[src/rtl/control_pkg.sv]
// Shared types for the vector control sequencer: control bundle layout,
// instruction classes, function codes and sequencer states.
package control_pkg;

  typedef enum logic [1:0] {
    CTRL = 2'b00,
    MEM  = 2'b01,
    DATA = 2'b10,
    RSVD = 2'b11
  } inst_type_e;

  typedef enum logic {
    IDLE  = 1'b0,
    ISSUE = 1'b1
  } seq_state_e;

  localparam logic [1:0] F_JUMP_C  = 2'b00;  // conditional / unconditional jump
  localparam logic [1:0] F_JUMP_CD = 2'b01;
  localparam logic [1:0] F_STORE   = 2'b00;
  localparam logic [1:0] F_LOAD    = 2'b01;
  localparam logic [1:0] F_VEC_MAX = 2'b10;  // highest legal vector data func
  localparam logic [1:0] F_SCL_MAX = 2'b01;  // highest legal scalar data func

  typedef struct packed {
    logic       illegal;
    logic       jump_i;
    logic       jump_ci;
    logic       jump_cd;
    logic       mem_to_reg;
    logic       mem_write;
    logic       imm_src;
    logic       vector_op;
    logic       alu_src1;
    logic       alu_src3;
    logic       reg_v_write;
    logic       reg_s_write;
    logic [1:0] alu_op;
    logic [1:0] alu_src2;
  } ctrl_bundle_t;

endpackage

[src/rtl/control_decoder.sv]
// Combinational header decode into the datapath control bundle; undefined
// encodings yield an all-zero bundle with only the illegal flag set.
module control_decoder
  import control_pkg::*;
(
  input  logic [1:0]   instruction_type,
  input  logic [1:0]   func,
  input  logic         imm,
  input  logic         vector,
  output ctrl_bundle_t bundle
);

  always_comb begin
    bundle = '0;
    case (inst_type_e'(instruction_type))
      CTRL: begin
        if (func == F_JUMP_C && !imm) begin
          bundle.jump_ci  = 1'b1;
          bundle.imm_src  = 1'b1;
          bundle.alu_src2 = 2'b11;
        end else if (func == F_JUMP_C && imm) begin
          bundle.jump_i   = 1'b1;
          bundle.alu_src2 = 2'b10;
        end else if (func == F_JUMP_CD && !imm) begin
          bundle.jump_cd  = 1'b1;
          bundle.imm_src  = 1'b1;
          bundle.alu_src2 = 2'b11;
        end else begin
          bundle.illegal  = 1'b1;
        end
      end
      MEM: begin
        if (func == F_STORE || func == F_LOAD) begin
          bundle.imm_src   = 1'b1;
          bundle.alu_src2  = 2'b10;
          bundle.alu_src1  = vector;
          bundle.vector_op = vector;
          if (func == F_STORE) begin
            bundle.mem_write = 1'b1;
          end else begin
            bundle.mem_to_reg  = 1'b1;
            bundle.reg_v_write = vector;
            bundle.reg_s_write = !vector;
          end
        end else begin
          bundle.illegal = 1'b1;
        end
      end
      DATA: begin
        if (imm) begin
          bundle.alu_src2    = 2'b10;
          bundle.imm_src     = 1'b1;
          bundle.reg_s_write = 1'b1;
          bundle.alu_op      = func;
        end else if (!vector && func <= F_SCL_MAX) begin
          bundle.alu_src2    = 2'b01;
          bundle.alu_op      = func;
          bundle.reg_s_write = 1'b1;
        end else if (vector && func <= F_VEC_MAX) begin
          bundle.alu_src2    = 2'b01;
          bundle.alu_op      = func;
          bundle.alu_src1    = 1'b1;
          bundle.alu_src3    = 1'b1;
          bundle.vector_op   = 1'b1;
          bundle.reg_v_write = 1'b1;
        end else begin
          bundle.illegal = 1'b1;
        end
      end
      default: bundle.illegal = 1'b1;
    endcase
  end

endmodule

[src/rtl/vector_control_sequencer.sv]
// Registered control sequencer: accepts one instruction header per handshake
// and issues its decoded bundle as one beat, or BEATS beats for vector ops.
module vector_control_sequencer
  import control_pkg::*;
#(
  parameter  int VLEN  = 8,
  parameter  int LANES = 4,
  localparam int BEATS = VLEN / LANES,
  localparam int BW    = (BEATS > 1) ? $clog2(BEATS) : 1
) (
  input  logic          clk,
  input  logic          rst,
  input  logic          flush,
  input  logic          in_valid,
  output logic          in_ready,
  input  logic [1:0]    instruction_type,
  input  logic [1:0]    func,
  input  logic          imm,
  input  logic          vector,
  output logic          out_valid,
  input  logic          out_ready,
  output logic          JumpI,
  output logic          JumpCI,
  output logic          JumpCD,
  output logic          MemToReg,
  output logic          MemWrite,
  output logic          ImmSrc,
  output logic          VectorOp,
  output logic          ALUSrc1,
  output logic          ALUSrc3,
  output logic          RegVWrite,
  output logic          RegSWrite,
  output logic [1:0]    ALUOp,
  output logic [1:0]    ALUSrc2,
  output logic [BW-1:0] beat,
  output logic          last,
  output logic          illegal
);

  if (VLEN % LANES != 0 || LANES < 1 || LANES > VLEN) begin : g_bad_geometry
    $error("vector_control_sequencer: VLEN must be a positive multiple of LANES");
  end

  localparam logic [BW-1:0] LAST_BEAT = BW'(BEATS - 1);

  seq_state_e   state_reg;
  logic [BW-1:0] beat_reg;
  ctrl_bundle_t bundle_reg;
  ctrl_bundle_t bundle_next;
  logic         accept;
  logic         advance;

  control_decoder u_decoder (
    .instruction_type (instruction_type),
    .func             (func),
    .imm              (imm),
    .vector           (vector),
    .bundle           (bundle_next)
  );

  assign out_valid = (state_reg == ISSUE);
  assign last      = out_valid && (!bundle_reg.vector_op || beat_reg == LAST_BEAT);
  assign advance   = out_valid && out_ready;
  // A new header is taken when idle or as the final beat retires, never during flush/reset.
  assign in_ready  = rst && !flush && ((state_reg == IDLE) || (advance && last));
  assign accept    = in_valid && in_ready;

  always_ff @(posedge clk) begin
    if (!rst || flush) begin
      state_reg  <= IDLE;
      beat_reg   <= '0;
      bundle_reg <= '0;
    end else if (accept) begin
      state_reg  <= ISSUE;
      beat_reg   <= '0;
      bundle_reg <= bundle_next;
    end else if (advance) begin
      if (last) begin
        state_reg  <= IDLE;
        beat_reg   <= '0;
        bundle_reg <= '0;
      end else begin
        beat_reg <= beat_reg + 1'b1;
      end
    end
  end

  assign beat      = beat_reg;
  assign illegal   = bundle_reg.illegal;
  assign JumpI     = bundle_reg.jump_i;
  assign JumpCI    = bundle_reg.jump_ci;
  assign JumpCD    = bundle_reg.jump_cd;
  assign MemToReg  = bundle_reg.mem_to_reg;
  assign MemWrite  = bundle_reg.mem_write;
  assign ImmSrc    = bundle_reg.imm_src;
  assign VectorOp  = bundle_reg.vector_op;
  assign ALUSrc1   = bundle_reg.alu_src1;
  assign ALUSrc3   = bundle_reg.alu_src3;
  assign RegVWrite = bundle_reg.reg_v_write;
  assign RegSWrite = bundle_reg.reg_s_write;
  assign ALUOp     = bundle_reg.alu_op;
  assign ALUSrc2   = bundle_reg.alu_src2;

endmodule

[config.mk]
export PLATFORM = sky130hd
export DESIGN_NAME = vector_control_sequencer
export DESIGN_NICKNAME = d
export VERILOG_FILES = /design/src/rtl/control_pkg.sv /design/src/rtl/control_decoder.sv /design/src/rtl/vector_control_sequencer.sv
export SDC_FILE = /design/constraint.sdc
export NUM_CORES = 1
export LEC_CHECK = 0
export ABC_AREA = 0
export BUFFER_PORTS_ARGS = -buffer_cell sky130_fd_sc_hd__buf_4
export CAP_MARGIN = 5
export CORE_UTILIZATION = 43
export CTS_CLUSTER_DIAMETER = 120
export DETAILED_ROUTE_END_ITERATION = 8
export GPL_TIMING_DRIVEN = 0
export MAX_ROUTING_LAYER = met4
export PLACE_DENSITY_LB_ADDON = 0.3
export SYNTH_ARGS = -nofsm -noshare
export SYNTH_HDL_FRONTEND = slang
export SYNTH_SLANG_ARGS = --single-unit
[constraint.sdc]
create_clock -name clk -period 1.3 [get_ports clk]
set_clock_uncertainty 0.05 [all_clocks]
set_input_delay 0.13 -clock clk [delete_from_list [all_inputs] [get_ports clk]]
set_output_delay 0.13 -clock clk [all_outputs]
set_load 0.01 [all_outputs]
==> key figures <==
Synth
  – Post-Synthesis Cells: 92
  – Synth warn: 0
  – Syn_nets: around 110
  – Share of the yosys chip area belonging to registers: between 30% and 40%
  – Syn Std Cell Area: 882.1 sq um
  – Synth Register Bits: 17
  – Yosys cell types: 30
  – Post-synthesis area per instance: 9.588 sq um

Routing
  – Vias/cell: 5.503
  – Routed Wire Length: between 2 and 2.5 mm
  – First DRT Iteration DRCs: 24
  – DR WL/cell: 13.59 um
  – Drt first pass iters: 6
  – DR DRC count: 0
  – Vias: between 800 and 900
  – Number of routed nets with antenna violations: 0

Pwr
  – Max VDD drop: 0.5263 mV
  – PD cells: 822.8 nW/um^2
  – Total power draw: 1.007 mW
  – P_leak: 0.5500 nW

Setup path
  – Setup crit end: in_ready
  – Data arrival, critical path: 1.17 ns
  – Worst R2R Start: beat
  – Critical Path Stages: 4
  – Crit Reg-Reg Endpoint: RegSWrite
  – Critical Path Start: beat
  – CP Class: reg2out
  – R2R depth: 5
  – Worst path cell trace: nand2b_4 > a21boi_4 > nor2_1 > buf_4
  – Slowest CP cell: dfxtp_2
  – Max stage delay on crit path: 0.33 ns
  – Reg-to-reg slack, setup: 0 ns
  – Worst path required time: 1.12 ns
  – Worst Path Buf+Inv: 1
  – Crit path max fanout: 4
  – Worst setup SP type: flop
  – Worst path top cell family by delay: flip-flops
  – Crit. End Element: output pin

Die
  – Die extent in y: 47.29 um
  – DIE AREA: ~2200 sq um
  – Placeable Area: 1942 sq um
  – Row cnt: 16
  – Initial Util: 45.43%
  – Die Wd: 47.29 um
  – IO Pins: 31

Final layout
  – Commonest non-fill, non-tap cell in the layout: buf_4
  – Layout overhead on the synthesized area: 38.72%
  – ANT cells: 0
  – Most frequent cells in the layout: buf_4, dfxtp_1, a32o_1, nor2_1, o21ai_0
  – Final cell count without fillers: 157
  – Design area: 1224 sq um
  – Fin nets: 146
  – FILL cells: 188
  – Fraction of layout cells with a size suffix above 1: 39.23%

Clock network
  – Clk buf depth: 2
  – CTS tree: built
  – CTS Hold Buffers Added: 0
  – Clock Latency Late Sink: 0.29 ns
  – Htree depth: 1
  – Sink Count: 17
  – TritonCTS Buffers: 3
  – Clock transition at path regs: 0.10 ns
  – Root Buffer: clkbuf_4

Global routing
  – Total GRT Usage: 21.46%
  – Initial antenna violation count: 0
  – Total grt overflow: 0
  – Met1 Use GR: 26.21%
  – Layer with the highest usage: met2
  – Largest net degree at the start of global routing: 11
  – Met2 usage: between 30% and 40%
  – Number of global-route vias before repair: 788
  – Global routing usage on met3: 3.846%
  – First-pass GRT wire length: 3.291 mm

Timing
  – Relative slew slack: 75.81%
  – Setup ws final: -0.05017 ns
  – Post-route minimum period: 1.350 ns
  – Setup Viol. Count Final: 2
  – Peak Freq: ~740 MHz
  – Slew Limit Fails: 0
  – RSZ-0062 raised after global routing: yes
  – Final-report hold violation count: 0
  – Final period utilization: 103.9%
  – Worst-margin pin slew: 0.3628 ns

Flow run
  – Max_cap viols: 0

Placement
  – Post-DP HPWL: 1.470 mm
  – DP Area: 1141 sq um
  – GPL Wtd Cong: 0.8312
  – PortBufs: 28
  – Placed Cells: 147

Run status
  – Status: finished, violations left
  – Failing checks: negative setup slack

Worst hold path
  – Worst Hold Class: in2reg
==> worst min-delay path, cell delays in order <==
cell and delay (ns):
buf_4 0.09, nor2_1 0.04, nor2_1 0.07
==> report_power, final <==
part,internal (mW),switching [mW]
clock,0.119,0.174
sequential,0.527,0.00577
combinational,0.0846,0.0954
total,0.731,0.275
==> final cells by class <==
type / instances / area, sq um / share of cell area [%]
buffer: 7 / 52.55 / 4.294
clock buffer: 4 / 26.28 / 2.147
inverter: 4 / 15.01 / 1.227
multi-input combinational: 64 / 496.7 / 40.59
sequential: 17 / 344.1 / 28.12
tap: 27 / 33.78 / 2.761
timing repair buffer: 34 / 255.2 / 20.86
==> stage by stage <==
step	hold WS (ns)	util (%)	setup slack, ns	setup TNS [ns]
global placement	0.3101	58.76	-0.1215	-0.8872
detailed placement	0.3326	58.76	-0.1415	-1.193
global route	0.04819	63.02	-0.08558	-0.4766
floorplan	0.2005	-	0.009680	0
CTS	0.03054	61.73	-0.05328	-0.06439
finish	0.01976	63.02	-0.05017	-0.05209
==> Yosys cell counts <==
master / n / area [sq um]
o22ai_1: 1 / 6.260
nand2b_2: 1 / 8.760
o21a_1: 2 / 15.01
and3_1: 1 / 6.260
nor3_1: 1 / 5.000
buf_4: 1 / 7.510
and2b_1: 1 / 7.510
a22o_1: 3 / 26.28
o21ai_0: 5 / 25.02
o41ai_1: 1 / 8.760
inv_1: 4 / 15.01
nor2b_1: 3 / 18.77
a21o_1: 1 / 7.510
and2_1: 2 / 12.51
nand3_1: 2 / 10.01
nor3_2: 1 / 10.01
nand2b_1: 2 / 12.51
nand2_1: 5 / 18.77
nor2_1: 9 / 33.78
ha_1: 4 / 50.05
a21oi_1: 3 / 15.01
a21boi_2: 1 / 11.26
nor4_1: 1 / 6.260
a211o_1: 1 / 8.760
dfxtp_1: 17 / 340.3
a311oi_4: 1 / 26.28
nand2b_4: 1 / 13.76
a32o_1: 11 / 110.1
buf_6: 3 / 33.78
clkbuf_1: 3 / 11.26
==> metal layers <==
metal	part of all wire, %	vias to the layer above
li1	-	413
met1	42	414
met2	51	33
met3	5.4	4
met4	1.2	0
met5	0	-
==> what timing repair did <==
| action | CTS | global route |
|---|---|---|
| setup buffers | 4 | 2 |
| pin swaps | 3 | 2 |
| setup endpoints to repair | 11 | 16 |
| gates resized for setup | 1 | 2 |
==> cells by family after synthesis <==
group,Yosys count,synth area share (%)
compound gates,30,29.50
simple gates,30,18.58
flops,17,38.58
buf+inv,11,7.659
fa+ha+maj,4,5.674
==> worst min path at each step <==
| stage | start | end | cells past startpoint | slack, ns |
|---|---|---|---|---|
| finish | in_valid | out_valid | 3 | 0.02 |
| CTS | in_valid | out_valid | 3 | 0.03 |
| detailed placement | in_valid | out_valid | 3 | 0.33 |
| global route | in_valid | out_valid | 3 | 0.05 |
| floorplan | in_valid | out_valid | 2 | 0.20 |
| global placement | in_valid | out_valid | 3 | 0.31 |
No activity file was read; power rests on OpenSTA's default activity.
